## src/rtl/cpu_sequencer.sv

```systemverilog
// cpu_sequencer: fetch/exec1/exec2 control sequencer with instruction register,
// branch flags, run/step/halt control, memory stalls and a retire counter.
module cpu_sequencer #(
   parameter bit          FAST_BRANCH = 1'b0,
   parameter int unsigned CNT_W       = 16
) (
   input  logic             clk,
   input  logic             rst_n,
   input  logic             run,
   input  logic             step,
   input  logic             clear,
   input  logic [3:0]       instr_in,
   input  logic             instr_valid,
   input  logic             mem_ready,
   input  logic             acc_zero,
   input  logic             acc_neg,
   output logic [2:0]       state,
   output logic [3:0]       inst,
   output logic [2:0]       jmp_flags,
   output logic             halted,
   output logic             busy,
   output logic [CNT_W-1:0] instr_count
);

   localparam logic [3:0] OP_STA = 4'b0001;
   localparam logic [3:0] OP_ADD = 4'b0010;
   localparam logic [3:0] OP_SUB = 4'b0011;
   localparam logic [3:0] OP_JMP = 4'b0100;
   localparam logic [3:0] OP_JMI = 4'b0101;
   localparam logic [3:0] OP_JEQ = 4'b0110;
   localparam logic [3:0] OP_STP = 4'b0111;
   localparam logic [3:0] OP_LDA = 4'b1000;

   typedef enum logic [2:0] {
      ST_IDLE  = 3'd0,
      ST_FETCH = 3'd1,
      ST_EXEC1 = 3'd2,
      ST_EXEC2 = 3'd3,
      ST_HALT  = 3'd4
   } state_e;

   state_e           state_q, state_d;
   state_e           after_retire;
   logic [3:0]       ir_q, ir_d;
   logic             eq_bar_q, eq_bar_d;
   logic             mi_q, mi_d;
   logic             step_mode_q, step_mode_d;
   logic [CNT_W-1:0] cnt_q, cnt_d;
   logic             in_fetch;
   logic             live_eq_bar;
   logic             live_mi;
   logic             taken;
   logic             skip;
   logic             retire;

   // Live branch evaluation during FETCH and the post-retire destination
   always_comb begin
      in_fetch     = (state_q == ST_FETCH);
      live_eq_bar  = ~acc_zero;
      live_mi      = acc_neg;
      taken        = (instr_in == OP_JMP)
                   | ((instr_in == OP_JMI) & live_mi)
                   | ((instr_in == OP_JEQ) & ~live_eq_bar);
      skip         = FAST_BRANCH & in_fetch & instr_valid & taken;
      after_retire = (run && !step_mode_q) ? ST_FETCH : ST_IDLE;
   end

   // Next-state, IR/flag capture and retire decision
   always_comb begin
      state_d     = state_q;
      ir_d        = ir_q;
      eq_bar_d    = eq_bar_q;
      mi_d        = mi_q;
      step_mode_d = step_mode_q;
      retire      = 1'b0;
      case (state_q)
         ST_IDLE: begin
            if (run) begin
               state_d     = ST_FETCH;
               step_mode_d = 1'b0;
            end else if (step) begin
               state_d     = ST_FETCH;
               step_mode_d = 1'b1;
            end
         end
         ST_FETCH: begin
            if (instr_valid) begin
               ir_d     = instr_in;
               eq_bar_d = live_eq_bar;
               mi_d     = live_mi;
               if (skip) begin
                  retire  = 1'b1;
                  state_d = after_retire;
               end else begin
                  state_d = ST_EXEC1;
               end
            end
         end
         ST_EXEC1: begin
            if (ir_q == OP_LDA || ir_q == OP_ADD || ir_q == OP_SUB) begin
               state_d = ST_EXEC2;
            end else if (ir_q == OP_STP) begin
               retire  = 1'b1;
               state_d = ST_HALT;
            end else if (ir_q != OP_STA || mem_ready) begin
               retire  = 1'b1;
               state_d = after_retire;
            end
         end
         ST_EXEC2: begin
            if (mem_ready) begin
               retire  = 1'b1;
               state_d = after_retire;
            end
         end
         ST_HALT: begin
            if (clear) state_d = ST_IDLE;
         end
         default: state_d = ST_IDLE;
      endcase
      cnt_d = cnt_q + CNT_W'(retire);
   end

   // State, instruction register, captured flags and retire counter
   always_ff @(posedge clk or negedge rst_n) begin
      if (!rst_n) begin
         state_q     <= ST_IDLE;
         ir_q        <= 4'b0000;
         eq_bar_q    <= 1'b1;
         mi_q        <= 1'b0;
         step_mode_q <= 1'b0;
         cnt_q       <= '0;
      end else begin
         state_q     <= state_d;
         ir_q        <= ir_d;
         eq_bar_q    <= eq_bar_d;
         mi_q        <= mi_d;
         step_mode_q <= step_mode_d;
         cnt_q       <= cnt_d;
      end
   end

   // Decoder-facing outputs; inst and flags bypass to live values in FETCH
   always_comb begin
      state       = {state_q == ST_EXEC2, state_q == ST_EXEC1, state_q == ST_FETCH};
      busy        = (state_q == ST_FETCH) | (state_q == ST_EXEC1) | (state_q == ST_EXEC2);
      halted      = (state_q == ST_HALT);
      inst        = in_fetch ? instr_in : ir_q;
      jmp_flags   = in_fetch ? {live_eq_bar, live_mi, skip} : {eq_bar_q, mi_q, 1'b0};
      instr_count = cnt_q;
   end

endmodule

```

## config.mk

```make
export PLATFORM = sky130hd
export DESIGN_NAME = cpu_sequencer
export DESIGN_NICKNAME = d
export VERILOG_FILES = /design/src/rtl/cpu_sequencer.sv
export SDC_FILE = /design/constraint.sdc
export NUM_CORES = 1
export LEC_CHECK = 0
export ABC_AREA = 1
export BUFFER_PORTS_ARGS = -buffer_cell sky130_fd_sc_hd__buf_4
export CORE_MARGIN = 10
export CORE_UTILIZATION = 41
export DETAILED_ROUTE_END_ITERATION = 10
export PLACE_DENSITY = 0.66
export SYNTH_ARGS = -nofsm -noshare
export SYNTH_HDL_FRONTEND = slang
export SYNTH_SLANG_ARGS = --single-unit
export TNS_END_PERCENT = 10
```

## constraint.sdc

```tcl
create_clock -name clk -period 2.7 [get_ports clk]
set_clock_uncertainty 0.05 [all_clocks]
set_input_delay 0.54 -clock clk [delete_from_list [all_inputs] [get_ports clk]]
set_output_delay 0.54 -clock clk [all_outputs]
set_load 0.1 [all_outputs]
```

==> results of run 1 <==
metal layers:
metal,share of wire [%],track usage [%],routed length (um),vias to the layer above
met5,0,0,0,-
met4,0.93,3.047,29,0
met3,9.4,4.167,293,4
met2,44,17.48,1372,35
met1,46,12.04,1430,560
li1,-,-,-,657
synthesized netlist by cell type (2+ instances only):
master	n	share of area (%)
sky130_fd_sc_hd__ha_1	2	1.7
sky130_fd_sc_hd__nand2_2	2	0.86
sky130_fd_sc_hd__dfrtp_1	25	43
sky130_fd_sc_hd__o21ai_2	6	3.6
sky130_fd_sc_hd__buf_4	2	1.0
sky130_fd_sc_hd__nor3_1	3	1.0
sky130_fd_sc_hd__o21ai_0	8	2.8
sky130_fd_sc_hd__nor2_2	3	1.3
sky130_fd_sc_hd__nand3_1	14	4.8
sky130_fd_sc_hd__xnor2_1	3	1.8
sky130_fd_sc_hd__inv_2	3	0.78
sky130_fd_sc_hd__inv_1	25	6.5
sky130_fd_sc_hd__xor2_1	8	4.8
sky130_fd_sc_hd__nor2_1	18	4.7
sky130_fd_sc_hd__nand4_1	4	1.7
sky130_fd_sc_hd__nand2_1	51	13
flip-flops by register name, indices dropped and copies added (netlist names):
| signal | cells |
|---|---|
| ir_q | 4 |
| step_mode_q | 1 |
| mi_q | 1 |
| state_q | 3 |
| eq_bar_q | 1 |
| instr_count | 16 |
final timing paths:
kind / endpoint / cells after the start
hold reg to reg: eq_bar_q$_DFFE_PN1P_ / 2
setup / recovery: inst[0] / 5
hold / removal: instr_count[4]$_DFF_PN0_ / 1
max in group asynchronous: eq_bar_q$_DFFE_PN1P_ / 1
setup reg to reg: instr_count[14]$_DFF_PN0_ / 11
min in group clk: eq_bar_q$_DFFE_PN1P_ / 2
worst register-to-register path: stages, from the launching register on:
cell and delay (ns):
sky130_fd_sc_hd__dfrtp_1 0.47, sky130_fd_sc_hd__inv_2 0.11, sky130_fd_sc_hd__nand2_1 0.08, sky130_fd_sc_hd__nor2_2 0.17, sky130_fd_sc_hd__nand3_1 0.10, sky130_fd_sc_hd__nand2_1 0.07, sky130_fd_sc_hd__ha_1 0.20, sky130_fd_sc_hd__ha_1 0.19
sky130_fd_sc_hd__inv_1 0.06, sky130_fd_sc_hd__nor3_1 0.30, sky130_fd_sc_hd__nand3_1 0.14, sky130_fd_sc_hd__xnor2_1 0.14
logic make-up after synthesis:
group           synth area share [%]
xor+xnor                       6.638
buf+inv                        9.396
compound gates                 7.414
fa+ha+maj                      1.724
flops                          44.91
other cells                   0.2584
simple gates                   29.65
stage by stage:
stage          worst slack, ns  hold WS (ns)  instance area (um^2)  TNS (ns)
2_1_floorplan          -0.1303        0.1944                  1459   -0.8069
3_5_place_dp            0.5238        0.4229                  1778         0
6_report                0.4369       0.04916                  1831         0
5_1_grt                 0.2719       0.05567                  1831         0
4_1_cts                 0.4100       0.04790                  1831         0
3_3_place_gp            0.6108        0.4204                  1778         0
layout make-up:
type                            instances  area share, %
Inverter                               28          5.742
Multi-Input combinational cell        128          36.64
Clock buffer                            3          1.230
Timing Repair Buffer                   39          15.99
Clock inverter                          1          1.640
Tap cell                               46          3.144
Sequential cell                        26          35.61
==> impl_results.rst, run 1 <==
.. list-table::
   :header-rows: 1

   * - Metric
     - Value
   * - Sequential element share of the synthesized area
     - 44.91%
   * - Clock sink count
     - 26
   * - Number of rows in the core area
     - 21
   * - Maximum number of pins on one net before global-route repair
     - 27
   * - Detail-routed via count per cell
     - 4.635
   * - Final wirelength
     - 3.126 mm
   * - Average routed wire per standard cell
     - 11.54 um
   * - DRT iter0 DRCs
     - 42
   * - Ant diodes
     - 0
   * - Net count after synthesis
     - 201
   * - Deepest level of the CTS H-tree
     - 1
   * - Number of distinct library cells after synthesis
     - 25
   * - Maximum net fanout on the critical path
     - 14
   * - Antenna-violating nets left
     - 0
   * - Die outline height
     - 79.50 um
   * - Initial antenna violation count
     - 0
   * - Via count of the first global-routing pass
     - 1273
   * - Fill cell instance count of the final layout
     - 328
   * - Post-synthesis to final-layout area growth
     - 26.12%
   * - Critical path launch point type
     - flop
   * - Detail Placement HPWL
     - 2.518 mm
   * - Clock transition time at the flip-flop clock pins of the worst setup and hold paths
     - 0.15 ns
   * - Global-route total usage across every layer
     - 10.48%
   * - Quantity of gates resized following cts
     - 0
   * - Number of hold violations in the final report
     - 0
   * - Arrival time worst endpoint
     - 1.67 ns
   * - Startpoint of the worst-slack reg-to-reg timing path
     - state_q[2]$_DFFE_PN0P_
   * - Hold bufs inserted after CTS
     - 0
   * - Number of enable flip-flop cells after synthesis
     - 0
   * - Slack of the worst reg-to-reg path
     - 0.52 ns
   * - CP delay by family, top
     - flip-flops
   * - Setup repair after global routing missed its margin
     - no
   * - Min-Delay Path Class
     - input port to async pin
   * - Final core occ
     - 54.01%
   * - Most common cell after layout, fill and taps aside
     - sky130_fd_sc_hd__nand2_1
   * - Area occupied by multi-input gates
     - 670.6 um^2
   * - Max cap viols
     - 0
   * - Total congestion overflow
     - 0
   * - Cell count after synthesis
     - 186
   * - Post CTS Setup Buffer Count
     - 0
   * - Endpoint kind of the worst setup timing path
     - output pin
   * - Initial core utilization
     - 42.82%
   * - Setup violators final
     - 0
   * - Drt drc
     - 0
   * - Post-Syn Area
     - 1451 um^2
   * - Commonest cells after routing, fill and taps aside
     - sky130_fd_sc_hd__nand2_1, sky130_fd_sc_hd__buf_4, sky130_fd_sc_hd__inv_1, sky130_fd_sc_hd__dfrtp_1, sky130_fd_sc_hd__nor2_1
   * - Register area
     - 651.9 um^2
   * - CTS Buf Count
     - 3
   * - Mean area per synthesized cell
     - 7.803 um^2
   * - CTS tree
     - yes
   * - Die X-Extent
     - 79.50 um
   * - Bufs on Longest Clock Path
     - 2
   * - Clock latency of the later-clocked register in the worst-skew pair
     - 0.32 ns
   * - Die ar.
     - 6319 um^2
   * - Net count reported at finish
     - 241
   * - Total via count after detailed routing
     - 1256
   * - First-pass GRT wire length
     - 5.554 mm
   * - Post-route non-filler standard cell count
     - 271
   * - Share of synthesized flip-flops with an asynchronous set or reset
     - 100.0%
   * - Type of the setup path with the least slack
     - flop to output pin
   * - CTS root buf
     - sky130_fd_sc_hd__clkbuf_4
   * - Weighted congestion at the end of routability-driven global placement
     - 0.8655
   * - Share of final-layout standard cells stronger than drive strength 1
     - 27.56%
   * - Core footprint
     - 3390 um^2
   * - Pins over their slew limit
     - 0
   * - Placed cell count
     - 267
   * - Critical Path, Cell by Cell
     - inv_2, nor2_2, nand2_2, o21ai_1, buf_4
   * - Outcome
     - completed
   * - Number of warnings reported in the yosys synthesis log
     - 0
   * - Num ports
     - 41
   * - Period utilisation layout
     - 83.82%
   * - Count of state elements after synthesis
     - 26
   * - Router iterations before antenna repair
     - 4
   * - Buffering stage count on the worst path with inverters included
     - 2
   * - Library cell contributing the largest single delay on the critical path
     - sky130_fd_sc_hd__dfrtp_1
   * - Beginning of the critical path
     - state_q[0]$_DFFE_PN0P_
   * - Required time reported for the critical path endpoint
     - 2.11 ns
   * - Max Fclk
     - 0.4419 GHz
   * - Delay of the slowest cell on the worst path
     - 0.50 ns
   * - Count of buffers from port buffering
     - 39
   * - Post-route minimum period
     - 2.263 ns
   * - Most frequently used flop master after synthesis
     - sky130_fd_sc_hd__dfrtp_1
Power of run 1 is not shown: default switching activity piles up to over one toggle a cycle in this logic, so the estimate is an artifact.
==> inputs of run 2 (changes only) <==
clock period = 2.4 ns   (was 2.7 ns; I/O delays follow)
==> run 2 against run 1 <==
  * Global-route usage decreased by 0.15 points
  * Register-to-register slack got worse by 0.25 ns
  * Die area unchanged
  * Hold slack improved by 0.19 ns
  * Routed wire length increased by 0.16%
  * Critical path depth unchanged
  * Final cell count increased by 0.74%
  * Highest routed layer unchanged
  * Clock-buffer cell count increased by 1
  * Sequential share of layout area decreased by 0.097 points
  * First-iteration DRC count decreased by 4.8%
  * Non-clock buffer count increased by 2
==> impl_results.rst, run 2 (synthesis results as in run 1) <==
.. list-table::
   :header-rows: 1

   * - Metric
     - Value
   * - Fill cell instance count of the final layout
     - 321 (-2.1%)
   * - Cell count of the worst reg-to-reg path
     - 11 (unchanged)
   * - Initial antenna violation count
     - 0 (unchanged)
   * - Post-synthesis to final-layout area growth
     - 26.47%
   * - Quantity of gates resized following cts
     - 0 (unchanged)
   * - Type of the setup path with the least slack
     - flop to output pin
   * - Die ar.
     - 6319 um^2 (unchanged)
   * - Detail-routed via count per cell
     - 4.593 (-0.89%)
   * - Pins over their slew limit
     - 0 (unchanged)
   * - Setup violators final
     - 0 (unchanged)
   * - Initial core utilization
     - 42.82% (unchanged)
   * - Placed cell count
     - 268 (+0.37%)
   * - Library cell contributing the largest single delay on the critical path
     - sky130_fd_sc_hd__dfrtp_1
   * - Max cap viols
     - 0 (unchanged)
   * - Placement Setup Slack
     - 0.2864 ns (-0.2374 ns)
   * - Via count of the first global-routing pass
     - 1276 (+0.24%)
   * - Post-route minimum period
     - 2.206 ns
   * - Count of buffers from port buffering
     - 39 (unchanged)
   * - Setup slack after layout
     - 0.1945 ns (-0.2424 ns)
   * - Total via count after detailed routing
     - 1254 (-0.16%)
   * - Post-route non-filler standard cell count
     - 273 (+0.74%)
   * - CTS root buf
     - sky130_fd_sc_hd__clkbuf_4
   * - Die X-Extent
     - 79.50 um (unchanged)
   * - Register area
     - 651.9 um^2 (unchanged)
   * - Die outline height
     - 79.50 um (unchanged)
   * - Min-Delay Path Class
     - input port to flop
   * - Ant diodes
     - 0 (unchanged)
   * - Router iterations before antenna repair
     - 4 (unchanged)
   * - Share of final-layout standard cells stronger than drive strength 1
     - 28.19% (+0.64 points)
   * - Average routed wire per standard cell
     - 11.47 um (-0.57%)
   * - Clock latency of the later-clocked register in the worst-skew pair
     - 0.31 ns (about the same)
   * - Most common cell after layout, fill and taps aside
     - sky130_fd_sc_hd__nand2_1
   * - Net count reported at finish
     - 243 (+0.83%)
   * - Commonest cells after routing, fill and taps aside
     - sky130_fd_sc_hd__nand2_1, sky130_fd_sc_hd__buf_4, sky130_fd_sc_hd__inv_1, sky130_fd_sc_hd__dfrtp_1, sky130_fd_sc_hd__nor2_1
   * - Hold path cells
     - 2
   * - Endpoint kind of the worst setup timing path
     - output pin
   * - Drt drc
     - 0 (unchanged)
   * - Startpoint of the worst-slack reg-to-reg timing path
     - state_q[2]$_DFFE_PN0P_
   * - Antenna-violating nets left
     - 0 (unchanged)
   * - Delay of the slowest cell on the worst path
     - 0.49 ns (about the same)
   * - Area occupied by multi-input gates
     - 674.4 um^2 (+0.56%)
   * - Maximum net fanout on the critical path
     - 14 (unchanged)
   * - Clock transition time at the flip-flop clock pins of the worst setup and hold paths
     - 0.14 ns (about the same)
   * - Total congestion overflow
     - 0 (unchanged)
   * - Flip-flop count of the largest register, all copies and words added
     - 16 (unchanged)
   * - Global-route total usage across every layer
     - 10.33% (-0.15 points)
   * - CTS tree
     - yes
   * - Number of rows in the core area
     - 21 (unchanged)
   * - CTS Buf Count
     - 3 (unchanged)
   * - Final wirelength
     - 3.131 mm (+0.16%)
   * - Outcome
     - completed
   * - Detail Placement HPWL
     - 2.519 mm (about the same)
   * - Critical Path, Cell by Cell
     - inv_2, nor2_2, nand2_2, o21ai_1, buf_4
   * - Bufs on Longest Clock Path
     - 2 (unchanged)
   * - Number of hold violations in the final report
     - 0 (unchanged)
   * - Slack of the worst reg-to-reg path
     - 0.27 ns (-0.25 ns)
   * - Start point of the worst hold path
     - acc_zero
   * - Post CTS Setup Buffer Count
     - 0 (unchanged)
   * - Max Fclk
     - 0.4534 GHz
   * - Deepest level of the CTS H-tree
     - 1 (unchanged)
   * - Setup repair after global routing missed its margin
     - no
   * - Critical path launch point type
     - flop
   * - DRT iter0 DRCs
     - 40 (-4.8%)
   * - Clock sink count
     - 26 (unchanged)
   * - Endpoint, Worst Hold
     - eq_bar_q$_DFFE_PN1P_
   * - Num ports
     - 41 (unchanged)
   * - Required time reported for the critical path endpoint
     - 1.87 ns (-0.24 ns)
   * - Worst hold slack after final layout
     - 0.2427 ns (+0.1935 ns)
   * - Period utilisation layout
     - 91.90%
   * - Arrival time worst endpoint
     - 1.68 ns (about the same)
   * - Maximum number of pins on one net before global-route repair
     - 27 (unchanged)
   * - Hold bufs inserted after CTS
     - 1 (+1)
   * - Core footprint
     - 3390 um^2 (unchanged)
   * - RR Endpoint
     - instr_count[14]$_DFF_PN0_
   * - Weighted congestion at the end of routability-driven global placement
     - 0.8511 (-1.7%)
   * - First-pass GRT wire length
     - 5.409 mm (-2.6%)
-- run 2: cell type report --
type / count / share of cell area (%)
clock buffer: 4 / 1.977
tap: 46 / 3.136
timing repair buffer: 41 / 16.91
sequential: 26 / 35.51
inverter: 28 / 5.726
multi-input combinational: 128 / 36.74
-- run 2: worst max-delay path by stage --
stage	start	end	slack [ns]	cells after the start
6_report	state_q[0]$_DFFE_PN0P_	inst[0]	0.19	5
5_1_grt	ir_q[0]$_DFFE_PN0P_	instr_count[12]$_DFF_PN0_	0.004	13
4_1_cts	state_q[0]$_DFFE_PN0P_	inst[0]	0.18	5
3_5_place_dp	state_q[2]$_DFFE_PN0P_	instr_count[14]$_DFF_PN0_	0.29	11
3_3_place_gp	state_q[2]$_DFFE_PN0P_	instr_count[14]$_DFF_PN0_	0.30	11
2_1_floorplan	state_q[2]$_DFFE_PN0P_	instr_count[14]$_DFF_PN0_	-0.43	11
-- run 2: metal layers --
layer  up-vias  global-route usage (%)  routed length, um
li1        665                       -                  -
met1       554                   11.09               1442
met2        33                   18.12               1411
met3         2                   3.829                256
met4         0                   3.584                 21
met5         -                       0                  0
-- run 2: critical path: cells and delay by family, from the launching register on --
kind	cells	cell delay, ns
buf+inv	2	0.38
simple gates	2	0.29
compound gates	1	0.19
flops	1	0.49
-- run 2: per-stage QoR --
stage / utilization [%] / cell area [um^2] / TNS (ns)
2_1_floorplan: - / 1463 / -4.206
3_3_place_gp: 52.79 / 1789 / 0
3_5_place_dp: 52.79 / 1789 / 0
4_1_cts: 54.15 / 1836 / 0
5_1_grt: 54.15 / 1836 / 0
6_report: 54.15 / 1836 / 0
Power of run 2 is left out for the same reason.
